$ cat src/rtl/mouse_tracker.sv
// Purpose : converts per-packet relative mouse deltas into an absolute, screen-clamped
//           cursor position plus a left-click event held until the consumer acks it.
// Latency : cursor/click outputs update on the 3rd clock edge after MouseToggle flips.
// Backpr. : one pending click at a time (ClickValid/ClickAck); further clicks are
//           dropped and counted, and clicks during the post-ack cooldown are ignored.
//
// Ports:
//   Clk, Reset_n             clock, asynchronous active-low reset
//   MouseX, MouseY           signed 8-bit packet deltas (+X right, +Y down)
//   MouseButtons             button bits, [0] = left
//   MouseToggle              flips once per new packet
//   ClickAck                 consumer accepts the pending click
//   CursorX, CursorY         clamped absolute cursor position
//   ClickValid, ClickX/Y     pending click and the position it happened at
//   DropCount                saturating count of clicks lost to a pending event
module mouse_tracker #(
    parameter int X_MAX      = 639,
    parameter int Y_MAX      = 479,
    parameter int X_INIT     = 320,
    parameter int Y_INIT     = 240,
    parameter int SENS_SHIFT = 0,
    parameter int COOLDOWN   = 2500000
) (
    input  logic       Clk,
    input  logic       Reset_n,
    input  logic [7:0] MouseX,
    input  logic [7:0] MouseY,
    input  logic [7:0] MouseButtons,
    input  logic       MouseToggle,
    input  logic       ClickAck,
    output logic [9:0] CursorX,
    output logic [9:0] CursorY,
    output logic       ClickValid,
    output logic [9:0] ClickX,
    output logic [9:0] ClickY,
    output logic [7:0] DropCount
);

    localparam logic [1:0] MV_IDLE   = 2'd0;
    localparam logic [1:0] MV_ADD    = 2'd1;
    localparam logic [1:0] MV_COMMIT = 2'd2;

    localparam logic [1:0] CK_READY   = 2'd0;
    localparam logic [1:0] CK_PENDING = 2'd1;
    localparam logic [1:0] CK_COOL    = 2'd2;

    localparam logic signed [11:0] X_MAX_S = 12'(X_MAX);
    localparam logic signed [11:0] Y_MAX_S = 12'(Y_MAX);

    logic [1:0]        mv_state;
    logic [1:0]        ck_state;
    logic              toggle_prev;
    logic [7:0]        dx;
    logic [7:0]        dy;
    logic              btn_cap;
    logic              btn_prev;
    logic              btn_rise;
    logic signed [11:0] sum_x;
    logic signed [11:0] sum_y;
    logic signed [11:0] delta_x;
    logic signed [11:0] delta_y;
    logic [9:0]        next_x;
    logic [9:0]        next_y;
    logic [31:0]       cooldown;
    logic              commit_click;
    logic              unused_buttons;

    // Only the left button drives click events.
    assign unused_buttons = ^MouseButtons[7:1];

    // 12 bits hold cursor (max 1023) plus a delta of up to +/-128<<3 without overflow.
    assign delta_x = $signed({{4{dx[7]}}, dx}) <<< SENS_SHIFT;
    assign delta_y = $signed({{4{dy[7]}}, dy}) <<< SENS_SHIFT;

    always_comb begin
        next_x = sum_x[9:0];
        if (sum_x < 12'sd0) begin
            next_x = '0;
        end else if (sum_x > X_MAX_S) begin
            next_x = X_MAX_S[9:0];
        end
    end

    always_comb begin
        next_y = sum_y[9:0];
        if (sum_y < 12'sd0) begin
            next_y = '0;
        end else if (sum_y > Y_MAX_S) begin
            next_y = Y_MAX_S[9:0];
        end
    end

    assign commit_click = (mv_state == MV_COMMIT) && btn_rise;

    // Move pipeline: capture packet, add delta, commit clamped position.
    always_ff @(posedge Clk or negedge Reset_n) begin
        if (!Reset_n) begin
            mv_state    <= MV_IDLE;
            toggle_prev <= 1'b0;
            dx          <= '0;
            dy          <= '0;
            btn_cap     <= 1'b0;
            btn_prev    <= 1'b0;
            btn_rise    <= 1'b0;
            sum_x       <= '0;
            sum_y       <= '0;
            CursorX     <= 10'(X_INIT);
            CursorY     <= 10'(Y_INIT);
        end else begin
            case (mv_state)
                MV_IDLE: begin
                    // Toggle is only sampled here: a flip during ADD/COMMIT waits,
                    // and a double flip inside that window is invisible.
                    if (MouseToggle != toggle_prev) begin
                        toggle_prev <= MouseToggle;
                        dx          <= MouseX;
                        dy          <= MouseY;
                        btn_cap     <= MouseButtons[0];
                        mv_state    <= MV_ADD;
                    end
                end
                MV_ADD: begin
                    sum_x    <= $signed({2'b00, CursorX}) + delta_x;
                    sum_y    <= $signed({2'b00, CursorY}) + delta_y;
                    btn_rise <= btn_cap & ~btn_prev;
                    btn_prev <= btn_cap;
                    mv_state <= MV_COMMIT;
                end
                MV_COMMIT: begin
                    CursorX  <= next_x;
                    CursorY  <= next_y;
                    mv_state <= MV_IDLE;
                end
                default: mv_state <= MV_IDLE;
            endcase
        end
    end

    // Click event handshake with post-ack cooldown.
    always_ff @(posedge Clk or negedge Reset_n) begin
        if (!Reset_n) begin
            ck_state   <= CK_READY;
            ClickValid <= 1'b0;
            ClickX     <= '0;
            ClickY     <= '0;
            DropCount  <= '0;
            cooldown   <= '0;
        end else begin
            case (ck_state)
                CK_READY: begin
                    if (commit_click) begin
                        ClickValid <= 1'b1;
                        ClickX     <= next_x;
                        ClickY     <= next_y;
                        ck_state   <= CK_PENDING;
                    end
                end
                CK_PENDING: begin
                    // A new click is dropped even if it lands on the ack edge.
                    if (commit_click && (DropCount != 8'hFF)) begin
                        DropCount <= DropCount + 8'd1;
                    end
                    if (ClickAck) begin
                        ClickValid <= 1'b0;
                        cooldown   <= 32'(COOLDOWN);
                        ck_state   <= CK_COOL;
                    end
                end
                CK_COOL: begin
                    if (cooldown == 32'd0) begin
                        ck_state <= CK_READY;
                    end else begin
                        cooldown <= cooldown - 32'd1;
                    end
                end
                default: ck_state <= CK_READY;
            endcase
        end
    end

endmodule

$ cat config.mk
export PLATFORM = sky130hd
export DESIGN_NAME = mouse_tracker
export DESIGN_NICKNAME = d
export VERILOG_FILES = /design/src/rtl/mouse_tracker.sv
export SDC_FILE = /design/constraint.sdc
export NUM_CORES = 1
export LEC_CHECK = 0
export CORE_MARGIN = 8
export CORE_UTILIZATION = 30
export DETAILED_ROUTE_END_ITERATION = 10
export GPL_TIMING_DRIVEN = 1
export SYNTH_ARGS = -nofsm -noshare
export SYNTH_HDL_FRONTEND = slang
export SYNTH_SLANG_ARGS = --single-unit
export TNS_END_PERCENT = 50
$ cat constraint.sdc
create_clock -name Clk -period 2.34 [get_ports Clk]
set_input_delay 0.234 -clock Clk [delete_from_list [all_inputs] [get_ports Clk]]
set_output_delay 0.234 -clock Clk [all_outputs]
set_load 0.02 [all_outputs]
==> results of run 1 <==
critical path: stages (launching register included):
cell and delay [ns]:
dfrtp_1 0.39, or4_1 0.55, buf_4 0.18, or4_1 0.53
nor4_2 0.32, xnor2_1 0.16, nor2_1 0.05
through the flow:
stage	cells	utilization, %	power, W	TNS [ns]	hold slack [ns]
floorplan	693	-	0.006809	-0.1199	-0.06159
detailed placement	1067	36.56	0.008617	-0.1638	0.2135
CTS	1100	39.64	0.01154	0	0.3247
global route	1100	40.04	0.01244	-0.07447	0.3447
global placement	1067	36.56	0.008549	-0.1450	0.2102
finish	1100	40.04	0.01150	0	0.3178
worst min-delay path by stage:
stage	cells past startpoint	from	to	slack, ns
floorplan	0	Reset_n	ClickValid	-0.06
global placement	1	Reset_n	dx[2]	0.21
global route	3	MouseX[0]	dx[0]	0.34
CTS	3	MouseY[4]	dy[4]	0.32
finish	2	Reset_n	dx[2]	0.32
detailed placement	1	Reset_n	dx[2]	0.21
layout make-up:
type | count | area, sq um | area share, %
clock inverter | 14 | 188.9 | 2.182
timing repair buffer | 123 | 1112 | 12.85
inverter | 14 | 52.55 | 0.6070
tap | 280 | 350.3 | 4.047
clock buffer | 18 | 439.2 | 5.073
sequential | 129 | 3236 | 37.38
multi-input combinational | 522 | 3278 | 37.87
power by group through the flow:
stage	Clock (W)	Combinational, W	Sequential (W)
6_report	0.00282	0.00494	0.00375
3_3_place_gp	0	0.00479	0.00375
5_1_grt	0.00297	0.00560	0.00388
3_5_place_dp	0	0.00485	0.00376
4_1_cts	0.00289	0.00491	0.00374
2_1_floorplan	0	0.00291	0.00390
cell usage after synthesis (4+ instances only):
cell | instances | area, sq um
or3_1 | 21 | 131.4
nand3b_1 | 9 | 67.56
clkbuf_1 | 19 | 71.32
xor2_1 | 14 | 122.6
nand3_1 | 18 | 90.09
nor3b_1 | 5 | 37.54
nor2_1 | 34 | 127.6
or4_1 | 14 | 105.1
o21ai_0 | 62 | 310.3
nor4_1 | 10 | 62.56
nand4_1 | 6 | 37.54
inv_1 | 12 | 45.04
a21oi_1 | 24 | 120.1
xnor2_1 | 13 | 113.9
dfrtp_1 | 123 | 3078
and4_1 | 4 | 35.03
nand2b_1 | 9 | 56.30
ha_1 | 24 | 300.3
o21ai_1 | 6 | 30.03
nand2_1 | 142 | 533.0
o21bai_1 | 13 | 97.59
nor3_1 | 16 | 80.08
o31ai_1 | 11 | 82.58
o211ai_1 | 6 | 45.04
a31oi_1 | 4 | 25.02
and2_1 | 4 | 25.02
mux2_2 | 8 | 90.09
a21o_1 | 7 | 52.55
dfstp_2 | 6 | 157.7
flip-flops by register name (all words and copies together) (netlist names), 8 cells and up:
| register | flops |
|---|---|
| dy | 8 |
| sum_y | 12 |
| sum_x | 12 |
| cooldown | 32 |
| ClickX | 10 |
| dx | 8 |
| CursorX | 10 |
| ClickY | 10 |
| CursorY | 10 |
| DropCount | 8 |
repair_timing:
item                                    CTS  global route
hold buffers                              1             0
endpoints found under the hold margin    42             0
gates resized for setup                   4            16
pin swaps                                 0             3
endpoints found under the setup margin   15            30
layer usage:
metal / part of all wire (%) / up-vias / wire (microns) / global-route usage [%]
met3: 3.7 / 9 / 594 / 3.008
met2: 49 / 79 / 7818 / 20.19
met5: 0 / - / 0 / 0
met1: 47 / 2503 / 7552 / 16.10
li1: - / 2700 / - / -
met4: 0.85 / 0 / 137 / 4.050
logic make-up (layout without fill, tap and decap cells):
kind of cell | count (synthesis) | in the layout | share of synthesized area, %
compound gates | 150 | 150 | 14.16
xor+xnor | 27 | 27 | 3.603
fa+ha+maj | 26 | 26 | 5.185
buf+inv | 42 | 169 | 2.649
flops | 129 | 129 | 49.29
mux | 9 | 9 | 1.525
simple gates | 310 | 310 | 23.58
==> impl_metrics.tcl, run 1 <==
set metrics [dict create \
    relSlewSlack_pct 57.68 \
    cts_setup_buffers 0 \
    starting_density_of_the_core_pct 30.36 \
    post-route-drc-count 0 \
    proportion_of_synthesized_flip_flops_having_asynchronous_set_or_reset_pct 100.0 \
    die-area_sq_um 26870 \
    finalCritPeriodShare_pct 98.24 \
    route.final.wire_length_mm 16.10 \
    yosys_most_used_dff "dfrtp_1" \
    cts.sink_count 129 \
    diodes 0 \
    status "completed" \
    regToRegStartpoint "cooldown[23]" \
    drtPass1Iterations 4 \
    mostFrequentLayoutCells "nand2_1, dfrtp_1, clkdlybuf4s50_1" \
    fillCellCount 2168 \
    power.ir.vdd_worst_uv 571.0 \
    vias 5291 \
    drv.max_cap_violation_count 0 \
    final_common_cell "nand2_1" \
    die_width_microns 163.9 \
    powerDensity_nw_per_um2 1329 \
    antenna_violations_before_repair 0 \
    core_area_sq_um 21620 \
    core.rowCount 54 \
    clk_pin_slew_worst_paths_ns 0.06 \
    p_switching_w 0.004474 \
    cts-buffers-inserted 17 \
    swShare_pct 38.89 \
    regToRegEndpoint "cooldown[30]" \
    maxClockFrequency_mhz 435.0 \
    crit_start "cooldown[23]" \
    htree_levels 4 \
    hp-class "in -> async" \
    worst-slew-pin-transition_ns 0.6347 \
    cts_tree "built" \
    clockRootBuffer "clkbuf_16" \
    post_dp_cell_area_sq_um 7905 \
    critPathKind "reg -> reg" \
    drt-vias-per-instance 4.810 \
    clock_insertion_delay_worst_skew_ns 0.42 \
    synth_area_sq_um 6564 \
    comb_power_share_pct 42.9 \
    synth_seq_area_share_pct 49.29 \
    timing.final.crit_period_ns 2.299 \
    finalMaxSlewViolations 0 \
    setup_ws_ns 0.04119 \
    ctsLongestPathBuffers 2 \
    final_layout_size_suffix_gt1_share_pct 15.24 \
    yosys_warnings 0 \
    ff2ff_setup_slack_ns 0.04 \
    reg2reg_depth 6 \
    finalHoldViolCount 0 \
    synthCells 693 \
    final.setup_skew_ns 0.009431 \
    dpl_worst_slack_ns -0.06377 \
    crit_path_required_time_ns 2.64 \
    p_leak_nw 3.805 \
    nature_of_the_critical_path_endpoint "register" \
    number_of_enable_type_register_cells_in_the_synthesized_netlist 0 \
    clkPwrFrac_pct 24.5 \
    drtAntennaViolNets 0 \
    seq_power_share_pct 32.6 \
    yosys.cell_types.count 59 \
    rsz0062_at_grt "true" \
    final_net_count 861 \
    dieHeight_microns 163.9 \
    crit_path_end "cooldown[30]" \
    number_of_global_route_vias_before_repair 5201 \
    wl_per_cell_microns 14.64 \
    area_growth_syn_to_layout_pct 31.89 \
    global_route.overflow_total 0 \
    synth_seq_cells 129 \
    routabilityCongestion 0.8244 \
    grt_pass1_wl_mm 26.80 \
    crit_path_max_fanout 7 \
    maximum_number_of_pins_on_one_net_before_global_route_repair 50 \
    syn-mean-instance-area_sq_um 9.472 \
    groute.usage.overall_pct 12.46 \
    power_report.internal_total_w 0.007031 \
    worstSetupStartpointType "register" \
    final-setup-viol-count 0 \
    post-route-cell-area_sq_um 8657 \
    detailedPlacementHpwl_mm 11.76 \
    drt_first_iter_violations 252 \
    boundaryPins 77 \
    cp_data_arrival_time_ns 2.60 \
    total_nets_after_synthesis 747 \
    numPortBuffers 69 \
]
No activity file was read; power rests on OpenSTA's default activity.
==> run 2, diff against run 1 <==
--- a/config.mk
+++ b/config.mk
@@ -9,6 +9,7 @@
 export CORE_UTILIZATION = 30
 export DETAILED_ROUTE_END_ITERATION = 10
 export GPL_TIMING_DRIVEN = 1
+export RECOVER_POWER = 50
 export SYNTH_ARGS = -nofsm -noshare
 export SYNTH_HDL_FRONTEND = slang
 export SYNTH_SLANG_ARGS = --single-unit
==> impl_metrics.tcl, run 2 (synthesis results as in run 1) <==
set metrics [dict create \
    cts_setup_buffers 0 \
    relSlewSlack_pct 12.99 \
    wl_met3_microns 529 \
    drv.max_cap_violation_count 0 \
    reg2reg_depth 6 \
    swShare_pct 38.92 \
    biggestRegsByFlops "cooldown: 32 flops, sum_x: 12 flops, sum_y: 12 flops" \
    critical_path.most_common_cell "or4_1" \
    clk_pin_slew_worst_paths_ns 0.06 \
    crit_chain "or4_1 -> buf_4 -> or4_1 -> nor4_2 -> xnor2_1 -> nor2_1" \
    final_net_count 861 \
    finalCritPeriodShare_pct 98.72 \
    cts.sink_count 129 \
    number_of_instances_on_the_worst_hold_path 3 \
    route.final.wire_length_mm 16.10 \
    ff2ff_setup_slack_ns 0.03 \
    clockRootBuffer "clkbuf_16" \
    post-route-drc-count 0 \
    regToRegStartpoint "cooldown[23]" \
    dr.max_layer_used "met4" \
    reg_with_most_ffs "cooldown" \
    nature_of_the_critical_path_endpoint "register" \
    core_area_sq_um 21620 \
    cts-buffers-inserted 17 \
    area_growth_syn_to_layout_pct 31.43 \
    dieHeight_microns 163.9 \
    drt-vias-per-instance 4.800 \
    timing.final.crit_period_ns 2.310 \
    comb_power_share_pct 42.8 \
    diodes 0 \
    drtAntennaViolNets 0 \
    final.setup.tns_ns 0 \
    drt_first_iter_violations 266 \
    cts_tree "built" \
    htree_levels 4 \
    timing.critical_path.buf_inv 1 \
    hp-class "in -> reg" \
    drtPass1Iterations 5 \
    routabilityCongestion 0.8244 \
    worst-slew-pin-transition_ns 1.305 \
    largest_register_ffs 32 \
    wl_per_cell_microns 14.64 \
    final-setup-viol-count 0 \
    max_stage_delay_ns 0.55 \
    numPortBuffers 69 \
    finalMaxSlewViolations 0 \
    final_layout_size_suffix_gt1_share_pct 15.12 \
    mostFrequentLayoutCells "nand2_1, dfrtp_1, clkdlybuf4s50_1" \
    maximum_number_of_pins_on_one_net_before_global_route_repair 50 \
    core.rowCount 54 \
    groute.usage.overall_pct 12.46 \
    power_report.internal_total_w 0.007015 \
    p_switching_w 0.004471 \
    starting_density_of_the_core_pct 30.36 \
    finalHoldViolCount 0 \
    end_point_of_the_most_critical_hold_path "dy[4]" \
    global_route.overflow_total 0 \
    power.ir.vdd_worst_uv 570.5 \
    rsz0062_at_grt "true" \
    final_core_util_pct 39.90 \
    p_leak_nw 3.793 \
    worstSetupStartpointType "register" \
    crit_path_required_time_ns 2.63 \
    antenna_violations_before_repair 0 \
    boundaryPins 77 \
    crit_path_max_fanout 7 \
    cp_slowest_cell "or4_1" \
    cp_data_arrival_time_ns 2.60 \
    number_of_global_route_vias_before_repair 5201 \
    placed_instances 1067 \
    powerDensity_nw_per_um2 1331 \
    clock_insertion_delay_worst_skew_ns 0.42 \
    regToRegEndpoint "cooldown[30]" \
    vias 5280 \
    grt_pass1_wl_mm 26.80 \
    met1_length_mm 7.588 \
    die-area_sq_um 26870 \
    critPathKind "reg -> reg" \
    min_from "MouseY[4]" \
    detailedPlacementHpwl_mm 11.76 \
    final.setup_skew_ns 0.006756 \
    maxClockFrequency_mhz 432.9 \
    ctsLongestPathBuffers 2 \
    final_common_cell "nand2_1" \
    met2_wirelength_mm 7.821 \
    seq_power_share_pct 32.7 \
    clkPwrFrac_pct 24.5 \
    die_width_microns 163.9 \
    stdcell_count 1100 \
    critical-path-top-delay-family "simple AND/OR/NAND/NOR gates" \
    status "completed" \
]
[run 2: cell count changes in the layout (fill, tap and decap cells not counted), sizes merged]
cell,delta
buf,-6
clkbuf,+6
[run 2: worst max path at each step]
| stage | slack (ns) | from | cells past startpoint | end |
|---|---|---|---|---|
| CTS | 0.02 | cooldown[23] | 6 | cooldown[30] |
| floorplan | -0.05 | cooldown[18] | 7 | cooldown[8] |
| finish | 0.03 | cooldown[23] | 6 | cooldown[30] |
| global route | -0.03 | cooldown[22] | 5 | cooldown[31] |
| global placement | -0.04 | cooldown[18] | 6 | cooldown[14] |
| detailed placement | -0.06 | cooldown[18] | 6 | cooldown[14] |
[run 2: area by class of cell]
cell class              count  area (sq um)
clock inverters            14         188.9
multi-input cells         522          3278
well taps                 280         350.3
flip-flops and latches    129          3236
inverters                  14         52.55
repair buffers            123          1082
fillers                  2177         12990
clock buffers              18         439.2
[run 2: timing repair]
action,CTS,global route
pin swaps,0,3
gates resized for setup,4,16
setup endpoints to repair,15,30
hold buffers,1,0
hold endpoints to repair,42,0
[run 2: per-layer routing]
| metal | vias up | GRT usage, % |
|---|---|---|
| met5 | - | 0 |
| met4 | 0 | 4.050 |
| met3 | 11 | 3.008 |
| met2 | 70 | 20.19 |
| met1 | 2501 | 16.10 |
| li1 | 2698 | - |
[run 2: power by group through the flow]
stage | logic [W] | clock network (W) | registers, W
after global placement | 0.00479 | 0 | 0.00375
final | 0.00492 | 0.00282 | 0.00375
after floorplan | 0.00291 | 0 | 0.00390
after CTS | 0.00491 | 0.00289 | 0.00374
after detailed placement | 0.00485 | 0 | 0.00376
after global routing | 0.00558 | 0.00297 | 0.00388
[run 2: worst reg2reg max path, delay by kind of cell (launching register included)]
kind	cells	cell delay [ns]
flops	1	0.39
simple gates	4	1.45
buf+inv	1	0.19
xor+xnor	1	0.16
[run 2: through the flow]
step / hold slack, ns / setup slack [ns] / area, sq um / power, W
6_report: 0.3404 / 0.02988 / 8627 / 0.01149
5_1_grt: 0.3447 / -0.02860 / 8627 / 0.01243
4_1_cts: 0.3247 / 0.01669 / 8571 / 0.01154
3_5_place_dp: 0.2135 / -0.06377 / 7905 / 0.008617
3_3_place_gp: 0.2102 / -0.04188 / 7905 / 0.008549
2_1_floorplan: -0.06159 / -0.05286 / 6580 / 0.006809
